### src/rtl/cgra4ml_mem_pkg.sv
// rtl/cgra4ml_mem_pkg.sv - requester/state enums and beat-address LSB helper for mem_port_arbiter
`ifndef AXI_WIDTH
`define AXI_WIDTH 128
`endif

package cgra4ml_mem_pkg;

    typedef enum logic [1:0] {
        REQ_PX  = 2'd0,
        REQ_WT  = 2'd1,
        REQ_OUT = 2'd2
    } req_e;

    typedef enum logic {
        ST_IDLE = 1'b0,
        ST_LOCK = 1'b1
    } arb_state_e;

    // Byte-offset bits dropped from a 32-bit byte address to form a beat address.
    function automatic int beat_lsb(input int axi_width);
        return $clog2(axi_width) - 3;
    endfunction

endpackage

### src/rtl/mem_port_arbiter_rr.sv
// rtl/mem_port_arbiter_rr.sv - rr_arbiter3: combinational round-robin pick over px/wt/out
module rr_arbiter3
    import cgra4ml_mem_pkg::*;
(
    input  logic [2:0] req_i,
    input  req_e       last_i,
    output logic       gnt_valid_o,
    output req_e       gnt_o
);

    // Search order starts at the requester after last_i and wraps px->wt->out.
    always_comb begin
        gnt_valid_o = |req_i;
        gnt_o       = REQ_PX;
        case (last_i)
            REQ_PX: begin
                if (req_i[1])      gnt_o = REQ_WT;
                else if (req_i[2]) gnt_o = REQ_OUT;
                else               gnt_o = REQ_PX;
            end
            REQ_WT: begin
                if (req_i[2])      gnt_o = REQ_OUT;
                else if (req_i[0]) gnt_o = REQ_PX;
                else               gnt_o = REQ_WT;
            end
            default: begin
                if (req_i[0])      gnt_o = REQ_PX;
                else if (req_i[1]) gnt_o = REQ_WT;
                else               gnt_o = REQ_OUT;
            end
        endcase
    end

endmodule

### src/rtl/mem_port_arbiter.sv
// rtl/mem_port_arbiter.sv - px/wt read and out write arbiter onto one RAM port; optional ARB_OUT_PRIORITY_EN
`ifndef AXI_WIDTH
`define AXI_WIDTH 128
`endif

module mem_port_arbiter
    import cgra4ml_mem_pkg::*;
#(
    parameter int AXI_WIDTH  = `AXI_WIDTH,
    parameter int ADDR_WIDTH = 32 - beat_lsb(AXI_WIDTH),
    parameter int MAX_BURST  = 4
) (
    input  logic                     clk,
    input  logic                     rst,

    input  logic                     px_req_valid,
    output logic                     px_req_ready,
    input  logic [ADDR_WIDTH-1:0]    px_req_addr,
    output logic                     px_rvalid,
    output logic [AXI_WIDTH-1:0]     px_rdata,

    input  logic                     wt_req_valid,
    output logic                     wt_req_ready,
    input  logic [ADDR_WIDTH-1:0]    wt_req_addr,
    output logic                     wt_rvalid,
    output logic [AXI_WIDTH-1:0]     wt_rdata,

    input  logic                     out_req_valid,
    output logic                     out_req_ready,
    input  logic [ADDR_WIDTH-1:0]    out_req_addr,
    input  logic [AXI_WIDTH-1:0]     out_req_wdata,
    input  logic [AXI_WIDTH/8-1:0]   out_req_wstrb,

    output logic                     mem_en,
    output logic                     mem_we,
    output logic [ADDR_WIDTH-1:0]    mem_addr,
    output logic [AXI_WIDTH-1:0]     mem_wdata,
    output logic [AXI_WIDTH/8-1:0]   mem_wstrb,
    input  logic [AXI_WIDTH-1:0]     mem_rdata
);

    localparam int STRB_W = AXI_WIDTH / 8;
    localparam int CNT_W  = $clog2(MAX_BURST + 1);
    localparam logic [CNT_W-1:0] CNT_ONE = CNT_W'(1);
    localparam logic [CNT_W-1:0] CNT_MAX = CNT_W'(MAX_BURST);

    arb_state_e        state_q, state_d;
    req_e              owner_q, owner_d;
    req_e              last_q, last_d;
    logic [CNT_W-1:0]  cnt_q, cnt_d;

    logic              owner_valid;
    logic              rearb;
    logic              rr_valid;
    logic              gnt_valid;
    req_e              rr_gnt;
    req_e              pick;
    req_e              gnt;

    logic                  mem_en_q, mem_en_d;
    logic                  mem_we_q, mem_we_d;
    logic [ADDR_WIDTH-1:0] mem_addr_q, mem_addr_d;
    logic [AXI_WIDTH-1:0]  mem_wdata_q, mem_wdata_d;
    logic [STRB_W-1:0]     mem_wstrb_q, mem_wstrb_d;

    logic                  tag1_vld_q, tag1_vld_d;
    logic                  tag1_wt_q, tag1_wt_d;
    logic                  tag2_vld_q, tag2_wt_q;
    logic                  px_rvalid_q, wt_rvalid_q;
    logic [AXI_WIDTH-1:0]  px_rdata_q, wt_rdata_q;

    rr_arbiter3 u_rr (
        .req_i       ({out_req_valid, wt_req_valid, px_req_valid}),
        .last_i      (last_q),
        .gnt_valid_o (rr_valid),
        .gnt_o       (rr_gnt)
    );

`ifdef ARB_OUT_PRIORITY_EN
    assign pick = out_req_valid ? REQ_OUT : rr_gnt;
`else
    assign pick = rr_gnt;
`endif

    always_comb begin
        case (owner_q)
            REQ_PX:  owner_valid = px_req_valid;
            REQ_WT:  owner_valid = wt_req_valid;
            default: owner_valid = out_req_valid;
        endcase
    end

    // An owner that drops valid releases the lock and a new pick happens in the same cycle.
    assign rearb     = (state_q == ST_IDLE) || !owner_valid;
    assign gnt_valid = !rst && (rearb ? rr_valid : 1'b1);
    assign gnt       = rearb ? pick : owner_q;

    always_ff @(posedge clk) begin
        if (rst) begin
            state_q <= ST_IDLE;
            owner_q <= REQ_PX;
            last_q  <= REQ_OUT;
            cnt_q   <= '0;
        end else begin
            state_q <= state_d;
            owner_q <= owner_d;
            last_q  <= last_d;
            cnt_q   <= cnt_d;
        end
    end

    always_comb begin
        state_d = state_q;
        owner_d = owner_q;
        last_d  = last_q;
        cnt_d   = cnt_q;
        if (rearb) begin
            state_d = ST_IDLE;
            cnt_d   = '0;
        end
        if (gnt_valid) begin
            owner_d = gnt;
            last_d  = gnt;
            if (rearb) begin
                if (MAX_BURST > 1) begin
                    state_d = ST_LOCK;
                    cnt_d   = CNT_ONE;
                end
            end else if (cnt_q + CNT_ONE == CNT_MAX) begin
                state_d = ST_IDLE;
                cnt_d   = '0;
            end else begin
                cnt_d = cnt_q + CNT_ONE;
            end
        end
    end

    always_comb begin
        px_req_ready  = gnt_valid && (gnt == REQ_PX);
        wt_req_ready  = gnt_valid && (gnt == REQ_WT);
        out_req_ready = gnt_valid && (gnt == REQ_OUT);
        mem_en_d      = gnt_valid;
        mem_we_d      = gnt_valid && (gnt == REQ_OUT);
        mem_addr_d    = '0;
        mem_wdata_d   = '0;
        mem_wstrb_d   = '0;
        tag1_vld_d    = gnt_valid && (gnt != REQ_OUT);
        tag1_wt_d     = (gnt == REQ_WT);
        if (gnt_valid) begin
            case (gnt)
                REQ_PX:  mem_addr_d = px_req_addr;
                REQ_WT:  mem_addr_d = wt_req_addr;
                default: begin
                    mem_addr_d  = out_req_addr;
                    mem_wdata_d = out_req_wdata;
                    mem_wstrb_d = out_req_wstrb;
                end
            endcase
        end
    end

    // Read tag follows the command (stage 1) and the RAM data cycle (stage 2).
    always_ff @(posedge clk) begin
        if (rst) begin
            mem_en_q    <= 1'b0;
            mem_we_q    <= 1'b0;
            mem_addr_q  <= '0;
            mem_wdata_q <= '0;
            mem_wstrb_q <= '0;
            tag1_vld_q  <= 1'b0;
            tag1_wt_q   <= 1'b0;
            tag2_vld_q  <= 1'b0;
            tag2_wt_q   <= 1'b0;
            px_rvalid_q <= 1'b0;
            wt_rvalid_q <= 1'b0;
            px_rdata_q  <= '0;
            wt_rdata_q  <= '0;
        end else begin
            mem_en_q    <= mem_en_d;
            mem_we_q    <= mem_we_d;
            mem_addr_q  <= mem_addr_d;
            mem_wdata_q <= mem_wdata_d;
            mem_wstrb_q <= mem_wstrb_d;
            tag1_vld_q  <= tag1_vld_d;
            tag1_wt_q   <= tag1_wt_d;
            tag2_vld_q  <= tag1_vld_q;
            tag2_wt_q   <= tag1_wt_q;
            px_rvalid_q <= tag2_vld_q && !tag2_wt_q;
            wt_rvalid_q <= tag2_vld_q && tag2_wt_q;
            if (tag2_vld_q && !tag2_wt_q) px_rdata_q <= mem_rdata;
            if (tag2_vld_q && tag2_wt_q)  wt_rdata_q <= mem_rdata;
        end
    end

    assign mem_en    = mem_en_q;
    assign mem_we    = mem_we_q;
    assign mem_addr  = mem_addr_q;
    assign mem_wdata = mem_wdata_q;
    assign mem_wstrb = mem_wstrb_q;
    assign px_rvalid = px_rvalid_q;
    assign wt_rvalid = wt_rvalid_q;
    assign px_rdata  = px_rdata_q;
    assign wt_rdata  = wt_rdata_q;

endmodule
### config.mk
export PLATFORM = sky130hd
export DESIGN_NAME = mem_port_arbiter
export DESIGN_NICKNAME = d
export VERILOG_FILES = /design/src/rtl/cgra4ml_mem_pkg.sv /design/src/rtl/mem_port_arbiter_rr.sv /design/src/rtl/mem_port_arbiter.sv
export SDC_FILE = /design/constraint.sdc
export NUM_CORES = 1
export LEC_CHECK = 0
export ABC_CLOCK_PERIOD_IN_PS = 5400
export BUFFER_PORTS_ARGS = -buffer_cell sky130_fd_sc_hd__buf_4
export CAP_MARGIN = 25
export CORE_AREA = 8 8 307 309
export DETAILED_ROUTE_END_ITERATION = 10
export DIE_AREA = 0 0 315 317
export GPL_TIMING_DRIVEN = 0
export PLACE_DENSITY = 0.41
export SLEW_MARGIN = 20
export SYNTH_ARGS = -nofsm -noshare
export SYNTH_HDL_FRONTEND = slang
export SYNTH_SLANG_ARGS = --single-unit
### constraint.sdc
create_clock -name clk -period 5.4 [get_ports clk]
set_input_delay 0.27 -clock clk [delete_from_list [all_inputs] [get_ports clk]]
set_output_delay 0.27 -clock clk [all_outputs]
set_load 0.05 [all_outputs]
======== Word level (Yosys, flattened, before mapping) ========
Index checks and enable logic that the tools add are counted.
storage, ports and cells
  flip-flop bits (word level) ............. 444
  bits of input ports ..................... 361
operators by class
  reductions and logical operators ........ 18
  bitwise gates (word level) .............. 2
  equal/unequal tests ..................... 6
  $add $sub $neg .......................... 1
  muxes and demuxes ....................... 19
operators by type and width
  operator                                              number
  one-hot mux 28 bit (2 select lines)                   1
  2-to-1 mux 2 bit                                      6
  2-to-1 mux 3 bit                                      4
  logical AND 1 bit                                     7
  equality test 2 x 1 -> 1 bit (second input constant)  3
  zero test 2 bit                                       3
  2-to-1 mux 1 bit                                      6
  one-hot mux 2 bit (2 select lines)                    1
  OR reduction 4 bit                                    1
  adder 3 x 1 -> 3 bit (second input constant)          1
  equality test 3 bit (second input constant)           1
  zero test 1 bit                                       3
  OR reduction 3 bit                                    1
  equality test 2 bit (second input constant)           1
  inequality test 2 bit (second input constant)         1
  inverter 1 bit                                        2
  one-hot mux 1 bit (2 select lines)                    1
  nonzero test 2 bit                                    1
  OR reduction 2 bit                                    1
  logical OR 1 bit                                      1

======== Longest topological paths before layout ========
Gate-level depths: netlist of run 1.
  depth after elaboration ................. 8
  gate-level depth with buffers ........... 8
  depth with buffers taken out ............ 5

======== Hierarchy ========
Synthesis of run 1 repeated with hierarchy kept, for this count alone.
second synthesis, totals
  cell total of the unflattened synthesis .. 1651
  area, all modules ....................... 14520.2 µm²
by module, submodules not included
  module            area each (µm²)  cells each  seq. area each (µm²)  times used
  mem_port_arbiter  14463.9          1641        8868.5                1
  rr_arbiter3       56.3             10          0.0                   1

======== Worst setup path after synthesis of run 1 ========
OpenSTA, ideal clock, no wires.
  kind .................................... reg2out
  start ................................... reg owner_q[0]
  end ..................................... out out_req_ready
  arrival ................................. 1785 ps
  buffers on the path ..................... 1
  slack ................................... 3345 ps
  stages on the path, launching flop included .. 5
  required time ........................... 5130 ps
  cell sequence ........................... dfxtp_1 > mux2_4 > a32oi_2 > clkbuf_1 > and3_1
on the way
  longest elaborated chain between the ends .. 7
  elaborated cells between the ends (all ways) .. 10
  those cells by class .................... eq/ne (2); mux (3); reduce/logical (5)
RTL lines
  item                                                                    line                                             RTL
  start, declared                                                         mem_port_arbiter.sv:48                           req_e owner_q, owner_d;
  start signal, assigned                                                  mem_port_arbiter.sv:106                          owner_q <= owner_d;
  equality test 2 x 1 -> 1 bit / zero test 2 bit (equally long branches)  mem_port_arbiter.sv:86                           case (owner_q)
  one-hot mux 1 bit (2 select lines)                                      mem_port_arbiter.sv:86
  zero test 1 bit                                                         mem_port_arbiter.sv:94                           assign rearb = (state_q == ST_IDLE) || !owner_valid;
  logical OR 1 bit                                                        mem_port_arbiter.sv:94
  2-to-1 mux 2 bit / 2-to-1 mux 1 bit (equally long branches)             mem_port_arbiter.sv:96, mem_port_arbiter.sv:95
  equality test 2 bit / logical AND 1 bit (equally long branches)         mem_port_arbiter.sv:141, mem_port_arbiter.sv:95
  logical AND 1 bit *                                                     mem_port_arbiter.sv:141                          out_req_ready = gnt_valid && (gnt == REQ_OUT);
  end, declared                                                           mem_port_arbiter.sv:29                           output logic out_req_ready,
Every way passes the cells marked *; elsewhere a longest branch is shown, timed or not.

======== Worst setup path after layout of run 1 ========
Ends and elaborated chain as after synthesis.

==> results.json, run 1 <==
{
  "tightest_slew_ps": 785,
  "hp-class": "input pin to flip-flop",
  "clockBufferDepth": 3,
  "ios": 796,
  "fin_util_pct": 30.2,
  "antenna_left": 0,
  "cts_tree": "built",
  "grt_pass1_vias": 16900,
  "fillCellCount": 9462,
  "wl_per_cell_um": 20.3,
  "maxSlewHeadroom_pct": 47.6,
  "dp_hpwl_um": 65600,
  "drc": 0,
  "clock_latency_ps": 580,
  "start_util_pct": 16.1,
  "placed_area_um2": 21800,
  "core_area_um2": 89300,
  "nNetsFinal": 3135,
  "rows": 110,
  "post_drt_via_cell_ratio": 3.99,
  "grt_pass1_wl_um": 115000,
  "synth_cells": 1592,
  "fin_crit_sh_pct": 57.2,
  "drv_slew": 0,
  "fin_skew_ps": 14.8,
  "synth_nets": 1956,
  "area.growth.synth_to_final_pct": 88.1,
  "grt_usage_pct": 15.3,
  "worst_ep_required_time_ps": 5130,
  "firstDrtPassIters": 5,
  "critPathMaxFanout": 10,
  "yosysWarningCount": 0,
  "rsz0062_at_grt": "false",
  "fin_tns_setup_ps": 0,
  "yosysSeqAreaShare_pct": 61.8,
  "period_needed_ps": 3090,
  "status": "finished clean",
  "drt_iter0_markers": 799,
  "numCtsBuffers": 53,
  "gr-total-overflow": 0,
  "port_buffers": 794,
  "finalHoldViolations": 0,
  "vias": 15900,
  "final_cell_mix": "795 x buf_4, 514 x nand2_1, 443 x dfxtp_1",
  "ys_seq_elements": 443,
  "final_cell_area_um2": 27000,
  "syn-mean-instance-area_um2": 9.01,
  "fp.dieH_um": 317,
  "drt-total-wl_um": 81000,
  "worst_setup_path_end_kind": "output port",
  "h-tree-depth": 2,
  "final_common_cell": "buf_4",
  "cap_viol_max_count": 0,
  "crit_type": "flip-flop to output port",
  "drive_above_1_share_pct": 32.5,
  "arrival_ps": 2820,
  "yosysUniqueCellTypes": 36,
  "whs_ps": 43.8,
  "rrSetupSlack_ps": 2520,
  "antenna_found_initial": 26,
  "synth.cell_area_um2": 14300,
  "die-area_um2": 99900,
  "die_width_um": 315,
  "grt_max_degree": 14,
  "gp_congestion": 0.882,
  "cts_sinks": 443,
  "cts_root_buffer": "clkbuf_16",
  "clkTransAtPathRegs_ps": 60,
  "ctsResizeCount": 0,
  "crit_path_start_kind": "flip-flop",
  "setup_viol": 0,
  "cts_setup_buffers": 0,
  "leakage_nw": 12.0,
  "peakVddDrop_v": 0.000253,
  "power_density_nw_per_um2": 329,
  "max_freq_mhz": 324
}
[metrics by stage]
step | std cells | worst slack (ps) | power [W]
4_1_cts | 3984 | 2230 | 0.00903
2_1_floorplan | 1592 | 3340 | 0.00423
6_report | 3988 | 2310 | 0.00888
3_3_place_gp | 3562 | 2830 | 0.00485
3_5_place_dp | 3564 | 2760 | 0.00486
5_1_grt | 3987 | 2130 | 0.00925
[flip-flops by register name, indices dropped and copies added, names as in the netlist, 2 cells and up]
register	cells
mem_wdata	128
px_rdata	128
wt_rdata	128
mem_addr	28
mem_wstrb	16
cnt_q	3
owner_q	2
[cells in the mapped netlist (all sizes together)]
| library cell | count | area (um2) |
|---|---|---|
| nor2b | 4 | 25.0 |
| or3b | 1 | 8.76 |
| or2b | 2 | 15.0 |
| and3 | 147 | 920 |
| or2 | 2 | 12.5 |
| or4b | 1 | 10.0 |
| nor4b | 2 | 17.5 |
| a21oi | 260 | 1300 |
| nand4b | 1 | 8.76 |
| buf | 19 | 106 |
| nand3b | 2 | 15.0 |
| inv | 5 | 18.8 |
| a32oi | 1 | 16.3 |
| dfxtp | 443 | 8870 |
| nand2 | 514 | 1930 |
| clkbuf | 109 | 409 |
| nand4 | 1 | 6.26 |
| mux2 | 1 | 15.0 |
| nand2b | 2 | 12.5 |
| a221o | 28 | 280 |
| a311oi | 1 | 15.0 |
| nor2 | 4 | 15.0 |
| and2 | 30 | 188 |
| mux2i | 1 | 10.0 |
| o211ai | 1 | 21.3 |
| nor3b | 1 | 7.51 |
| a41oi | 1 | 16.3 |
| nor4 | 1 | 6.26 |
| nor3 | 4 | 30.0 |
| ha | 3 | 37.5 |
[kinds of logic after synthesis]
kind of cell / after synthesis / share of synthesized area [%]
mux: 2 / 0.174
buf+inv: 133 / 3.72
simple gates: 719 / 22.5
flops: 443 / 61.8
compound gates: 292 / 11.5
fa+ha+maj: 3 / 0.262
[layer usage]
metal / vias up / track usage [%] / routed length [um]
li1: 7636 / - / -
met1: 7449 / 16.9 / 31100
met2: 645 / 27.6 / 40300
met3: 154 / 5.52 / 7160
met4: 24 / 4.11 / 2240
met5: - / 0 / 142
[power breakdown]
| group | total [W] | switching (W) | leakage, nW | internal (W) |
|---|---|---|---|---|
| Combinational | 0.00154 | 0.000924 | 7.52 | 0.000619 |
| Sequential | 0.00346 | 0.0000631 | 3.60 | 0.00340 |
| Clock | 0.00387 | 0.00147 | 0.925 | 0.00240 |
[final cells by class]
class,instances,area [um2],share of cell area (%)
timing repair buffer,1124,9270,34.4
sequential,443,8870,32.9
multi-input combinational,1016,4940,18.3
clock buffer,68,1510,5.61
tap,1176,1470,5.45
buffer,128,519,1.92
clock inverter,25,375,1.39
inverter,5,18.8,0.0696
antenna,3,7.51,0.0278
[worst max-delay path, cell delays in order, from the launching register on]
cell and delay, ps:
dfxtp_1 460, mux2_4 360, a32oi_2 440, clkbuf_1 510, and3_1 240, buf_4 220
[repair_timing]
item,4_1_cts,5_1_grt
hold buffers,327,0
endpoints found under the setup margin,0,0
hold endpoints to repair,426,0
[final timing paths]
check	start	endpoint	cells past startpoint
setup / recovery	owner_q[0]$_SDFFE_PP0P_	out_req_ready	5
hold / removal	out_req_wstrb[11]	mem_wstrb[11]$_SDFF_PP0_	2
setup reg to reg	owner_q[0]$_SDFFE_PP0P_	mem_addr[22]$_SDFF_PP0_	7
hold reg to reg	cnt_q[0]$_SDFFE_PP0P_	cnt_q[0]$_SDFFE_PP0P_	1
Power figures use the tool's default switching activity.
==> run 2, diff against run 1 <==
--- a/config.mk
+++ b/config.mk
@@ -5,12 +5,12 @@
 export SDC_FILE = /design/constraint.sdc
 export NUM_CORES = 1
 export LEC_CHECK = 0
-export ABC_CLOCK_PERIOD_IN_PS = 5400
+export ABC_CLOCK_PERIOD_IN_PS = 3100
 export BUFFER_PORTS_ARGS = -buffer_cell sky130_fd_sc_hd__buf_4
 export CAP_MARGIN = 25
-export CORE_AREA = 8 8 307 309
+export CORE_AREA = 8 8 308 310
 export DETAILED_ROUTE_END_ITERATION = 10
-export DIE_AREA = 0 0 315 317
+export DIE_AREA = 0 0 316 318
 export GPL_TIMING_DRIVEN = 0
 export PLACE_DENSITY = 0.41
 export SLEW_MARGIN = 20
==> constraint.sdc (replaced) <==
create_clock -name clk -period 3.1 [get_ports clk]
set_input_delay 0.155 -clock clk [delete_from_list [all_inputs] [get_ports clk]]
set_output_delay 0.155 -clock clk [all_outputs]
set_load 0.05 [all_outputs]
==> run 2 against run 1 <==
  * Cell area up 0.23%
  * First-iteration DRC count up 3.0%
  * Largest cell class unchanged
  * Sequential power up 75%
  * Via count about the same
  * Wire length down 1.3%
  * Largest power group unchanged
==> results.json, run 2 (synthesized netlist as in run 1, its figures left out) <==
{
  "clkTransAtPathRegs_ps": 50,
  "fin_skew_ps": 15.7,
  "final_common_cell": "buf_4",
  "hold_start": "wt_req_valid",
  "rsz0062_at_grt": "false",
  "clock_latency_ps": 610,
  "p_clk_share_pct": 43.5,
  "finalHoldViolations": 0,
  "vias": 15900,
  "final_cell_area_um2": 27000,
  "drc": 0,
  "max_freq_mhz": 343,
  "min_path_cells": 3,
  "post_drt_via_cell_ratio": 3.97,
  "cts_root_buffer": "clkbuf_16",
  "p_sw_w": 0.00426,
  "cts_sinks": 443,
  "seq_area_um2": 8870,
  "port_buffers": 794,
  "r2r-start": "owner_q[0]$_SDFFE_PP0P_",
  "core_area_um2": 89600,
  "fin_crit_sh_pct": 94.1,
  "peakVddDrop_v": 0.000426,
  "tightest_slew_ps": 1020,
  "ff2ff_path_depth": 7,
  "antenna_left": 0,
  "p_seq_share_pct": 39.1,
  "worst_setup_path_end_kind": "output port",
  "path_cells": "mux2_4, o211ai_4, a41oi_4, nor3_2, buf_2, buf_4",
  "min_to": "tag1_vld_q$_SDFF_PP0_",
  "gr-total-overflow": 0,
  "die-area_um2": 100000,
  "grt_pass1_vias": 17000,
  "swShare_pct": 27.6,
  "period_needed_ps": 2920,
  "arrival_ps": 2760,
  "cpMaxStageDelayCell": "dfxtp_1",
  "drt_iter0_markers": 823,
  "hp-class": "input pin to flip-flop",
  "fp.dieH_um": 318,
  "comb_power_share_pct": 17.4,
  "h-tree-depth": 2,
  "rows": 110,
  "cts_setup_buffers": 0,
  "final_cell_mix": "795 x buf_4, 514 x nand2_1, 443 x dfxtp_1",
  "multi_input_area_um2": 4950,
  "die_width_um": 316,
  "cp_top_family": "buffers and inverters",
  "wl_per_cell_um": 20.0,
  "fillCellCount": 9464,
  "firstDrtPassIters": 5,
  "maxSlewHeadroom_pct": 32.2,
  "grt_max_degree": 14,
  "crit_type": "flip-flop to output port",
  "ios": 796,
  "grt_usage_pct": 15.0,
  "critPathMaxStageDelay_ps": 460,
  "numCtsBuffers": 54,
  "nNetsFinal": 3141,
  "drive_above_1_share_pct": 32.1,
  "clockBufferDepth": 3,
  "leakage_nw": 12.1,
  "fin_tns_setup_ps": 0,
  "status": "finished clean",
  "area.growth.synth_to_final_pct": 88.6,
  "gp_congestion": 0.868,
  "antenna_found_initial": 23,
  "worst-path-buf-inv": 2,
  "worst_ep_required_time_ps": 2940,
  "cts_tree": "built",
  "critPathMaxFanout": 10,
  "start_util_pct": 16.0,
  "power_density_nw_per_um2": 570,
  "path_depth": 6,
  "setup_viol": 0,
  "dp_hpwl_um": 63900,
  "rrSetupSlack_ps": 240,
  "drt-total-wl_um": 79900,
  "p_int_w": 0.0112,
  "placed_area_um2": 21800,
  "r2r_end": "mem_addr[9]$_SDFF_PP0_",
  "crit_path_start_kind": "flip-flop",
  "drv_slew": 0,
  "cap_viol_max_count": 0,
  "grt_pass1_wl_um": 114000
}
## run 2: cell type report
type,instances,share of cell area (%)
Tap cell,1176,5.44
Sequential cell,443,32.8
Buffer,128,1.91
Clock inverter,19,1.14
Antenna cell,10,0.0925
Inverter,5,0.0694
Timing Repair Buffer,1129,34.5
Clock buffer,76,5.79
Multi-Input combinational cell,1016,18.3
## run 2: per-layer routing
metal	GRT usage, %	up-vias	wire [um]
met5	0	-	80
met4	4.55	12	2260
met3	5.73	142	7590
met2	27.0	677	39800
met1	16.1	7422	30200
li1	-	7644	-
## run 2: tightest hold or removal path: stages
cell	delay, ps
buf_4	140
a41oi_4	170
a21oi_1	140
## run 2: repair_timing
action / 4_1_cts / 5_1_grt
hold endpoints to repair: 430 / 0
endpoints found under the setup margin: 1 / 1
resized for setup: 1 / 1
hold buffers: 333 / 0
## run 2: stage by stage
stage | setup slack [ps] | util (%) | total power (W) | cells | hold slack, ps
2_1_floorplan | 1120 | - | 0.00737 | 1592 | 291
5_1_grt | 0.687 | 30.2 | 0.0161 | 3995 | 88.1
3_5_place_dp | 541 | 24.3 | 0.00845 | 3563 | 381
4_1_cts | 44.0 | 30.1 | 0.0157 | 3991 | 74.1
3_3_place_gp | 580 | 24.3 | 0.00844 | 3562 | 379
6_report | 183 | 30.2 | 0.0154 | 4002 | 63.8
## run 2: power by group through the flow
stage | registers [W] | logic, W | clock network [W]
floorplan | 0.00690 | 0.000468 | 0
global placement | 0.00615 | 0.00228 | 0
detailed placement | 0.00616 | 0.00230 | 0
CTS | 0.00604 | 0.00271 | 0.00692
global route | 0.00606 | 0.00284 | 0.00719
finish | 0.00604 | 0.00268 | 0.00670
## run 2: worst max-delay path by stage
stage,from,endpoint,slack [ps]
2_1_floorplan,owner_q[0]$_SDFFE_PP0P_,mem_addr[18]$_SDFF_PP0_,1120
3_3_place_gp,owner_q[1]$_SDFFE_PP0P_,mem_wdata[64]$_SDFF_PP0_,580
3_5_place_dp,owner_q[0]$_SDFFE_PP0P_,mem_wdata[61]$_SDFF_PP0_,540
4_1_cts,owner_q[0]$_SDFFE_PP0P_,wt_req_ready,40
5_1_grt,owner_q[0]$_SDFFE_PP0P_,wt_req_ready,0.7
6_report,owner_q[0]$_SDFFE_PP0P_,wt_req_ready,180
==> run 3, diff against run 2 <==
--- a/config.mk
+++ b/config.mk
@@ -13,6 +13,7 @@
 export DIE_AREA = 0 0 316 318
 export GPL_TIMING_DRIVEN = 0
 export PLACE_DENSITY = 0.41
+export RECOVER_POWER = 100
 export SLEW_MARGIN = 20
 export SYNTH_ARGS = -nofsm -noshare
 export SYNTH_HDL_FRONTEND = slang
==> run 3 against run 2 <==
  * Count of clock-buffer cells in the layout unchanged
  * Utilization is 1.8 points lower
  * Critical path depth rose by 2
==> results.json, run 3 (synthesized netlist as in run 1, its figures left out) <==
{
  "status": "finished clean",
  "cts_root_buffer": "clkbuf_16",
  "rows": 110,
  "fillCellCount": 9816,
  "die_width_um": 316,
  "period_needed_ps": 2900,
  "vias": 15900,
  "grt_pass1_vias": 17000,
  "drive_above_1_share_pct": 16.7,
  "cpMaxStageDelayCell": "dlygate4sd3_1",
  "gp_congestion": 0.868,
  "fin_tns_setup_ps": 0,
  "maxSlewHeadroom_pct": 31.6,
  "nNetsFinal": 3141,
  "cts_tree": "built",
  "area.growth.synth_to_final_pct": 77.2,
  "die-area_um2": 100000,
  "start_util_pct": 16.0,
  "final_common_cell": "clkbuf_1",
  "clockBufferDepth": 3,
  "hold_start": "wt_req_valid",
  "top_usage_layer": "met2",
  "peakVddDrop_v": 0.000422,
  "finalNonFillerCells": 4002,
  "cap_viol_max_count": 0,
  "fin_crit_sh_pct": 93.5,
  "clock_latency_ps": 610,
  "grt_usage_pct": 15.0,
  "path_cells": "mux2_4, o211ai_4, a41oi_4, nor3_2, clkbuf_2, buf_6, a221o_1, dlygate4sd3_1",
  "core_area_um2": 89600,
  "wl_per_cell_um": 20.0,
  "grt_pass1_wl_um": 114000,
  "hp-class": "input pin to flip-flop",
  "grt_use_met3_pct": 5.73,
  "gr-total-overflow": 0,
  "clkTransAtPathRegs_ps": 60,
  "crit_path_start_kind": "flip-flop",
  "drt-total-wl_um": 80000,
  "setup_viol": 0,
  "met1_usage_pct": 16.1,
  "port_buffers": 794,
  "drc": 0,
  "arrival_ps": 3440,
  "tightest_slew_ps": 1030,
  "worstSetupStartpoint": "owner_q[0]$_SDFFE_PP0P_",
  "critPathMaxStageDelay_ps": 580,
  "r2r-start": "owner_q[0]$_SDFFE_PP0P_",
  "placed_cells": 3563,
  "dp_hpwl_um": 63900,
  "rsz0062_at_grt": "false",
  "power_density_nw_per_um2": 599,
  "critPathMaxFanout": 10,
  "crit_type": "flip-flop to flip-flop",
  "max_freq_mhz": 345,
  "cts_sinks": 443,
  "final_cell_mix": "552 x clkbuf_1, 514 x nand2_1, 443 x dfxtp_1",
  "drt_iter0_markers": 835,
  "fin_skew_ps": 15.0,
  "gr-usage-met2_pct": 27.0,
  "finalHoldViolations": 0,
  "ios": 796,
  "antenna_found_initial": 23,
  "numCtsBuffers": 54,
  "drv_slew": 0,
  "antenna_left": 0,
  "worst_ep_required_time_ps": 3640,
  "leakage_nw": 10.2,
  "grt_max_degree": 14,
  "h-tree-depth": 2,
  "fp.dieH_um": 318,
  "firstDrtPassIters": 7,
  "post_drt_via_cell_ratio": 3.98,
  "worst_setup_path_end_kind": "flip-flop",
  "fin_util_pct": 28.4
}
## run 3: changes by cell type in the layout (fill, tap and decap cells not counted), sizes merged
| cell | before | now |
|---|---|---|
| clkbuf | 185 | 624 |
| buf | 815 | 376 |
## run 3: critical path: cells and delay by family, from the launching register on
kind	cells	cell delay, ps
multiplexers	1	350
flip-flops	1	460
AND/OR/NAND/NOR	1	250
AO/OA/AOI/OAI	3	700
buffers and inverters	3	1080
## run 3: path summary, 6_finish.rpt
kind	end	slack (ps)	cells past startpoint
setup / recovery	mem_addr[9]$_SDFF_PP0_	200	8
hold / removal	tag1_vld_q$_SDFF_PP0_	70	3
setup reg to reg	mem_addr[9]$_SDFF_PP0_	200	8
hold reg to reg	cnt_q[0]$_SDFFE_PP0P_	440	1
## run 3: power breakdown
group	internal, W	total [W]	leakage (nW)	switching (W)
Sequential	0.00593	0.00603	3.60	0.000104
Combinational	0.000892	0.00249	5.71	0.00160
Clock	0.00416	0.00669	0.928	0.00254
Total	0.0110	0.0152	10.2	0.00424
## run 3: per-stage QoR
step	total power, W	worst slack (ps)	hold slack (ps)	area [um2]
after floorplan	0.00737	1120	291	14300
after global placement	0.00844	580	379	21800
after detailed placement	0.00845	541	381	21800
after CTS	0.0157	44.0	74.1	27000
after global routing	0.0159	21.2	88.1	25400
final	0.0152	202	65.9	25400
## run 3: final cells by class
type / count / area, um2 / share of cell area [%]
timing repair buffer: 1129 / 7690 / 30.3
clock buffer: 76 / 1570 / 6.16
inverter: 5 / 18.8 / 0.0739
antenna: 10 / 25.0 / 0.0985
buffer: 128 / 509 / 2.00
tap: 1176 / 1470 / 5.79
clock inverter: 19 / 309 / 1.22
multi-input combinational: 1016 / 4950 / 19.5
sequential: 443 / 8870 / 34.9
## run 3: repair_timing
item	CTS	global route
endpoints found under the setup margin	1	1
hold endpoints to repair	430	0
resized for setup	1	1
hold buffers	333	0
buffers inserted	0	0
## run 3: routing by layer
layer / part of all wire (%) / wire length [um]
met2: 49 / 39500
met4: 3.0 / 2380
met1: 38 / 30800
met5: 0.12 / 94
met3: 9.1 / 7280
